`config.mk`:
```
export PLATFORM = sky130hd
export DESIGN_NAME = spi_slave_shift
export DESIGN_NICKNAME = d
export VERILOG_FILES = /design/src/rtl/spi_pkg.sv /design/src/rtl/spi_sync.sv /design/src/rtl/spi_slave_shift.sv
export SDC_FILE = /design/constraint.sdc
export NUM_CORES = 1
export LEC_CHECK = 0
export CAP_MARGIN = 20
export CORE_MARGIN = 2
export CORE_UTILIZATION = 50
export CTS_CLUSTER_SIZE = 40
export DETAILED_ROUTE_END_ITERATION = 6
export GPL_ROUTABILITY_DRIVEN = 0
export PLACE_DENSITY = 0.75
export SETUP_SLACK_MARGIN = 0.05
export SYNTH_ARGS = -nofsm -noshare
export SYNTH_HDL_FRONTEND = slang
export SYNTH_HIERARCHICAL = 1
export SYNTH_SLANG_ARGS = --single-unit
```
`constraint.sdc`:
```
create_clock -name pclk -period 2.25 [get_ports pclk]
set_clock_uncertainty 0.15 [all_clocks]
set_input_delay 0.3375 -clock pclk [delete_from_list [all_inputs] [get_ports pclk]]
set_output_delay 0.3375 -clock pclk [all_outputs]
set_load 0.05 [all_outputs]
```
`src/rtl/spi_pkg.sv`:
```
// Shared SPI definitions: default frame width, mode encoding {cpol,cpha}
// and the rule that picks which sclk edge samples mosi.
package spi_pkg;

  localparam int DEF_DATA_W = 8;

  typedef enum logic [1:0] {
    MODE0 = 2'b00,
    MODE1 = 2'b01,
    MODE2 = 2'b10,
    MODE3 = 2'b11
  } spi_mode_e;

  // Modes 0 and 3 sample on the rising sclk edge, modes 1 and 2 on the falling one.
  function automatic logic sample_on_rise(input spi_mode_e mode);
    return (mode == MODE0) || (mode == MODE3);
  endfunction

endpackage

```
`src/rtl/spi_sync.sv`:
```
// Multi-flop synchronizer for one asynchronous SPI pin into the pclk domain.
module spi_sync #(
  parameter int   SYNC_STAGES = 2,
  parameter logic RST_VAL     = 1'b0
) (
  input  logic pclk,
  input  logic preset_n,
  input  logic d,
  output logic q
);

  logic [SYNC_STAGES-1:0] stg;

  always_ff @(posedge pclk or negedge preset_n) begin
    if (!preset_n) begin
      stg <= {SYNC_STAGES{RST_VAL}};
    end else begin
      stg[0] <= d;
      for (int i = 1; i < SYNC_STAGES; i++) begin
        stg[i] <= stg[i-1];
      end
    end
  end

  assign q = stg[SYNC_STAGES-1];

endmodule

```
`src/rtl/spi_slave_shift.sv`:
```
// SPI slave shift engine: synchronizes sclk/ss/mosi into pclk, shifts one
// DATA_W frame per transfer with a single-entry transmit buffer.
module spi_slave_shift
  import spi_pkg::*;
#(
  parameter int DATA_W      = DEF_DATA_W,
  parameter int SYNC_STAGES = 2
) (
  input  logic              pclk,
  input  logic              preset_n,
  input  logic              cpol,
  input  logic              cpha,
  input  logic              lsbfe,
  input  logic              sclk,
  input  logic              ss,
  input  logic              mosi,
  output logic              miso,
  output logic              miso_oe,
  input  logic [DATA_W-1:0] tx_data,
  input  logic              tx_valid,
  output logic              tx_ready,
  output logic [DATA_W-1:0] rx_data,
  output logic              rx_valid,
  output logic              tx_underrun,
  output logic              frame_abort
);

  localparam int CNT_W = $clog2(DATA_W + 1);
  localparam int SET_W = $clog2(SYNC_STAGES + 2);
  localparam logic [CNT_W-1:0] CNT_FULL = CNT_W'(DATA_W);
  localparam logic [CNT_W-1:0] CNT_LAST = CNT_W'(DATA_W - 1);
  localparam logic [SET_W-1:0] SET_DONE = SET_W'(SYNC_STAGES + 1);

  // sclk is synchronized relative to cpol, so an all-zero flop chain is the idle level.
  logic sclk_rel_s, ss_s, mosi_s;
  logic sclk_rel_d, ss_d;

  spi_sync #(.SYNC_STAGES(SYNC_STAGES), .RST_VAL(1'b0)) u_sync_sclk (
    .pclk(pclk), .preset_n(preset_n), .d(sclk ^ cpol), .q(sclk_rel_s));
  spi_sync #(.SYNC_STAGES(SYNC_STAGES), .RST_VAL(1'b1)) u_sync_ss (
    .pclk(pclk), .preset_n(preset_n), .d(ss), .q(ss_s));
  spi_sync #(.SYNC_STAGES(SYNC_STAGES), .RST_VAL(1'b0)) u_sync_mosi (
    .pclk(pclk), .preset_n(preset_n), .d(mosi), .q(mosi_s));

  logic [SET_W-1:0]  settle;
  logic              armed;
  logic [CNT_W-1:0]  bit_cnt;
  logic [DATA_W-1:0] tx_shift, tx_buf, rx_shift;
  logic              buf_full;

  logic              samp_rise, sclk_rise, sclk_fall, active;
  logic              sample_edge, shift_edge, ss_fall, ss_rise;
  logic              frame_done, load, present;
  logic [DATA_W-1:0] load_word, tx_word, rx_next;

  assign samp_rise   = sample_on_rise(spi_mode_e'({cpol, cpha}));
  assign sclk_rise   = ~(sclk_rel_d ^ cpol) &  (sclk_rel_s ^ cpol);
  assign sclk_fall   =  (sclk_rel_d ^ cpol) & ~(sclk_rel_s ^ cpol);
  // armed keeps a reset released mid-frame from treating the still-low ss as a new frame.
  assign active      = armed & ~ss_s;
  assign sample_edge = active & (samp_rise ? sclk_rise : sclk_fall);
  assign shift_edge  = active & (samp_rise ? sclk_fall : sclk_rise);
  assign ss_fall     = armed & ss_d & ~ss_s;
  assign ss_rise     = ~ss_d & ss_s;
  assign frame_done  = (bit_cnt == CNT_FULL);
  assign load        = ss_fall | (shift_edge & frame_done);
  assign present     = shift_edge | (load & ~cpha);
  assign load_word   = buf_full ? tx_buf : '0;
  assign tx_word     = load ? load_word : tx_shift;
  assign rx_next     = lsbfe ? {mosi_s, rx_shift[DATA_W-1:1]}
                             : {rx_shift[DATA_W-2:0], mosi_s};
  assign tx_ready    = ~buf_full;
  assign miso_oe     = ~ss_s;

  always_ff @(posedge pclk or negedge preset_n) begin
    if (!preset_n) begin
      sclk_rel_d  <= 1'b0;
      ss_d        <= 1'b1;
      settle      <= '0;
      armed       <= 1'b0;
      bit_cnt     <= '0;
      tx_shift    <= '0;
      tx_buf      <= '0;
      buf_full    <= 1'b0;
      rx_shift    <= '0;
      rx_data     <= '0;
      rx_valid    <= 1'b0;
      tx_underrun <= 1'b0;
      frame_abort <= 1'b0;
      miso        <= 1'b0;
    end else begin
      sclk_rel_d  <= sclk_rel_s;
      ss_d        <= ss_s;
      rx_valid    <= 1'b0;
      tx_underrun <= 1'b0;
      frame_abort <= 1'b0;

      if (settle != SET_DONE) settle <= settle + 1'b1;
      else if (ss_s)          armed  <= 1'b1;

      // A write landing with an underrun load is kept for the next frame.
      if (load) begin
        if (!buf_full) tx_underrun <= 1'b1;
        buf_full <= 1'b0;
      end
      if (tx_valid && !buf_full) begin
        tx_buf   <= tx_data;
        buf_full <= 1'b1;
      end

      if (present) begin
        miso     <= lsbfe ? tx_word[0] : tx_word[DATA_W-1];
        tx_shift <= lsbfe ? (tx_word >> 1) : (tx_word << 1);
      end else if (load) begin
        tx_shift <= tx_word;
      end

      if (ss_rise) begin
        bit_cnt <= '0;
        if (bit_cnt != '0 && bit_cnt < CNT_FULL) begin
          frame_abort <= 1'b1;
          rx_shift    <= '0;
          tx_shift    <= '0;
        end
      end else if (sample_edge) begin
        rx_shift <= rx_next;
        bit_cnt  <= bit_cnt + 1'b1;
        if (bit_cnt == CNT_LAST) begin
          rx_data  <= rx_next;
          rx_valid <= 1'b1;
        end
      end else if (load) begin
        bit_cnt <= '0;
      end
    end
  end

endmodule
```
==> impl_metrics.csv <==
group,metric,value,unit
detailed_routing,drtAntennaViolNets,0,
placed_design,dpl.hpwl,4378,µm
floorplan,rows,26,
sta,tightest_slew,493.1,ps
final_layout,layout-drive-gt1-share,20.47,%
final_layout,fin_util,63.81,%
worst_setup_path,cp.arrival,1630,ps
sta,fmax,471.5,MHz
final_layout,fin_cells,368,
synth,synth_async_sr_flop_share,100.0,%
detailed_routing,vias_per_cell,5.739,
final_layout,syn2layout_area_growth,23.47,%
clock_tree,clock_latency,310,ps
detailed_routing,drtPass1Iterations,4,
clock_tree,cts-root-buf,"clkbuf_8",
synth,syn-num-nets,267,
sta,rsz0062_at_grt,"false",
floorplan,core,5075,µm²
synth,syn_inst,247,
pwr,power.density,728.8,nW/µm²
placed_design,port_buffers,30,
global_routing,antenna_found_initial,0,
clock_tree,ctsResizeCount,0,
placed_design,dp_cells,359,
worst_hold_path,hold_start,"u_sync_ss/stg[0]",
detailed_routing,wire_per_inst,16.11,µm
floorplan,ios,31,
sta,slew_viol_final,0,
sta,period_needed,2121,ps
clock_tree,path_clk_slew,100,ps
sta,slew_headroom,67.02,%
synth,ys_seq_area_share,49.76,%
synth,syn_avg_cell_area,10.62,µm²
outcome,outcome,"completed",
detailed_routing,drt_wl_total,5930,µm
worst_setup_path,reg2reg_depth,7,
final_layout,num-fill-cells,441,
sta,setup_slack,129.1,ps
global_routing,grt_pass1_wl,9873,µm
worst_setup_path,cp_max_fo,6,
sta,tns,0,ps
synth,synth_area_leaders,"dfrtp_1, mux2i_1, mux2_2, dfstp_2, a21oi_1",
sta,hold_viol,0,
global_routing,grt_usage,21.16,%
global_routing,grt_pass1_vias,2069,
clock_tree,cts_buffer_depth,2,
floorplan,die_w,76.42,µm
clock_tree,cts_tree,"built",
clock_tree,clock-sinks,52,
worst_setup_path,end_kind,"primary output",
synth,synth_most_common_cell,"dfrtp_1",
clock_tree,hold_buffers,1,
synth,ys.flop_type,"dfrtp_1",
final_layout,diodes,0,
global_routing,grt_start_max_net_pins,34,
detailed_routing,drt-initial-drc-count,131,
global_routing,grt.overflow.total,0,
detailed_routing,drc,0,
pwr,power.leakage,1.389,nW
synth,synth.largest_area_cell,"dfrtp_1",
synth,synth_top_area_share,46.76,%
detailed_routing,via_count,2112,
sta,finalSetupViolCount,0,
floorplan,die_h,76.42,µm
placed_design,pre_cts_ws,-107.9,ps
floorplan,start_util,51.68,%
synth,yosys-top-cells-count,"dfrtp_1, a21oi_1, nand3_1",
worst_setup_path,reg2reg_from,"bit_cnt[0]",
pwr,max-vdd-ir-drop,451.2,µV
synth,synth_warnings,6,
clock_tree,cts_setup_buffers,0,
floorplan,dieArea,5840,µm²
synth,synth_edf_count,0,
worst_hold_path,hold_class,"register to register",
synth,synth-seq-cells,52,
worst_setup_path,worstPathRequired,1760,ps
run,drv_cap,0,
final_layout,final_nets,317,
worst_hold_path,min_delay_path_depth,0,
worst_setup_path,cp-start-kind,"register",
worst_setup_path,cp-startpoint,"u_sync_ss/stg[1]",
synth,synthDistinctLibCells,54,
clock_tree,htreeDepth,2,
worst_setup_path,crit_type,"register to primary output",
synth,syn_area,2623,µm²
clock_tree,cts_buffers,5,
sta,period_share,94.26,%
[layout make-up]
cell class,instances,area (µm²),area share (%)
repair buffers,58,543.0,16.77
inverters,11,41.29,1.275
clock inverters,3,21.27,0.6569
flip-flops and latches,52,1305,40.30
clock buffers,5,68.82,2.125
multi-input cells,169,1171,36.17
well taps,70,87.58,2.705
[metrics by stage]
stage / area [µm²] / hold WS [ps] / power, mW
after floorplan: 2623 / -108.1 / 1.593
after global placement: 3138 / 184.4 / 1.811
after detailed placement: 3138 / 179.4 / 1.837
after CTS: 3238 / 212.0 / 2.375
after global routing: 3238 / 221.0 / 2.494
final: 3238 / 204.2 / 2.360
[state kept, by name, summed over array words and instances (netlist names)]
register / flops
u_sync_sclk/stg: 2
miso: 1
rx_shift: 8
rx_valid: 1
u_sync_ss/stg: 2
tx_shift: 8
armed: 1
u_sync_mosi/stg: 2
buf_full: 1
tx_buf: 8
rx_data: 8
bit_cnt: 4
sclk_rel_d: 1
frame_abort: 1
tx_underrun: 1
settle: 2
ss_d: 1
[critical path, stage by stage (launching register included)]
cell             delay (ps)
dfstp_2                 590
inv_1                    50
clkdlybuf4s50_1         690
[layer usage]
metal  vias up  GRT usage (%)  part of all wire (%)
li1       1007              -                     -
met1      1036          27.24                    43
met2        58          37.17                    51
met3        11          3.436                   4.5
met4         0          5.636                   1.4
met5         -              0                     0
[final timing paths]
check                           slack, ps               end
worst max register to register        180       tx_shift[7]
min in group asynchronous             360       tx_shift[7]
worst min-delay path                  200  u_sync_ss/stg[1]
worst max-delay path                  130           miso_oe
worst min register to register        200  u_sync_ss/stg[1]
max in group asynchronous             990              ss_d
[placed cells by master, fill, tap and decap left out, types with 4 or more instances in the layout]
cell             instances
a2111oi_0                6
a21o_1                   4
a21oi_1                 15
a31oi_1                  6
buf_4                   25
clkbuf_8                 5
clkdlybuf4s50_1         28
dfrtp_1                 49
inv_1                   11
mux2_2                   9
mux2i_1                 12
nand2_1                 12
nand3_1                 15
nand4_1                  6
nor2_1                  12
nor2b_1                  5
nor3_1                   4
o21ai_0                 11
o221ai_1                 4
[where the power goes]
group	switching, mW	internal [mW]
registers	0.132	1.08
clock network	0.316	0.221
logic	0.320	0.290
[kinds of logic (layout without fill, tap and decap cells)]
logic type,Yosys count,count (layout),share of synthesized area (%)
xor gates and xnor gates,3,3,1.002
buffers and inverters,26,77,5.582
DFF,52,52,49.76
muxes,22,22,9.017
AOI/OAI and AO/OA,62,62,16.46
and+or+nand+nor,79,79,16.75
adders and majority gates,3,3,1.431
Power figures use the tool's default switching activity.
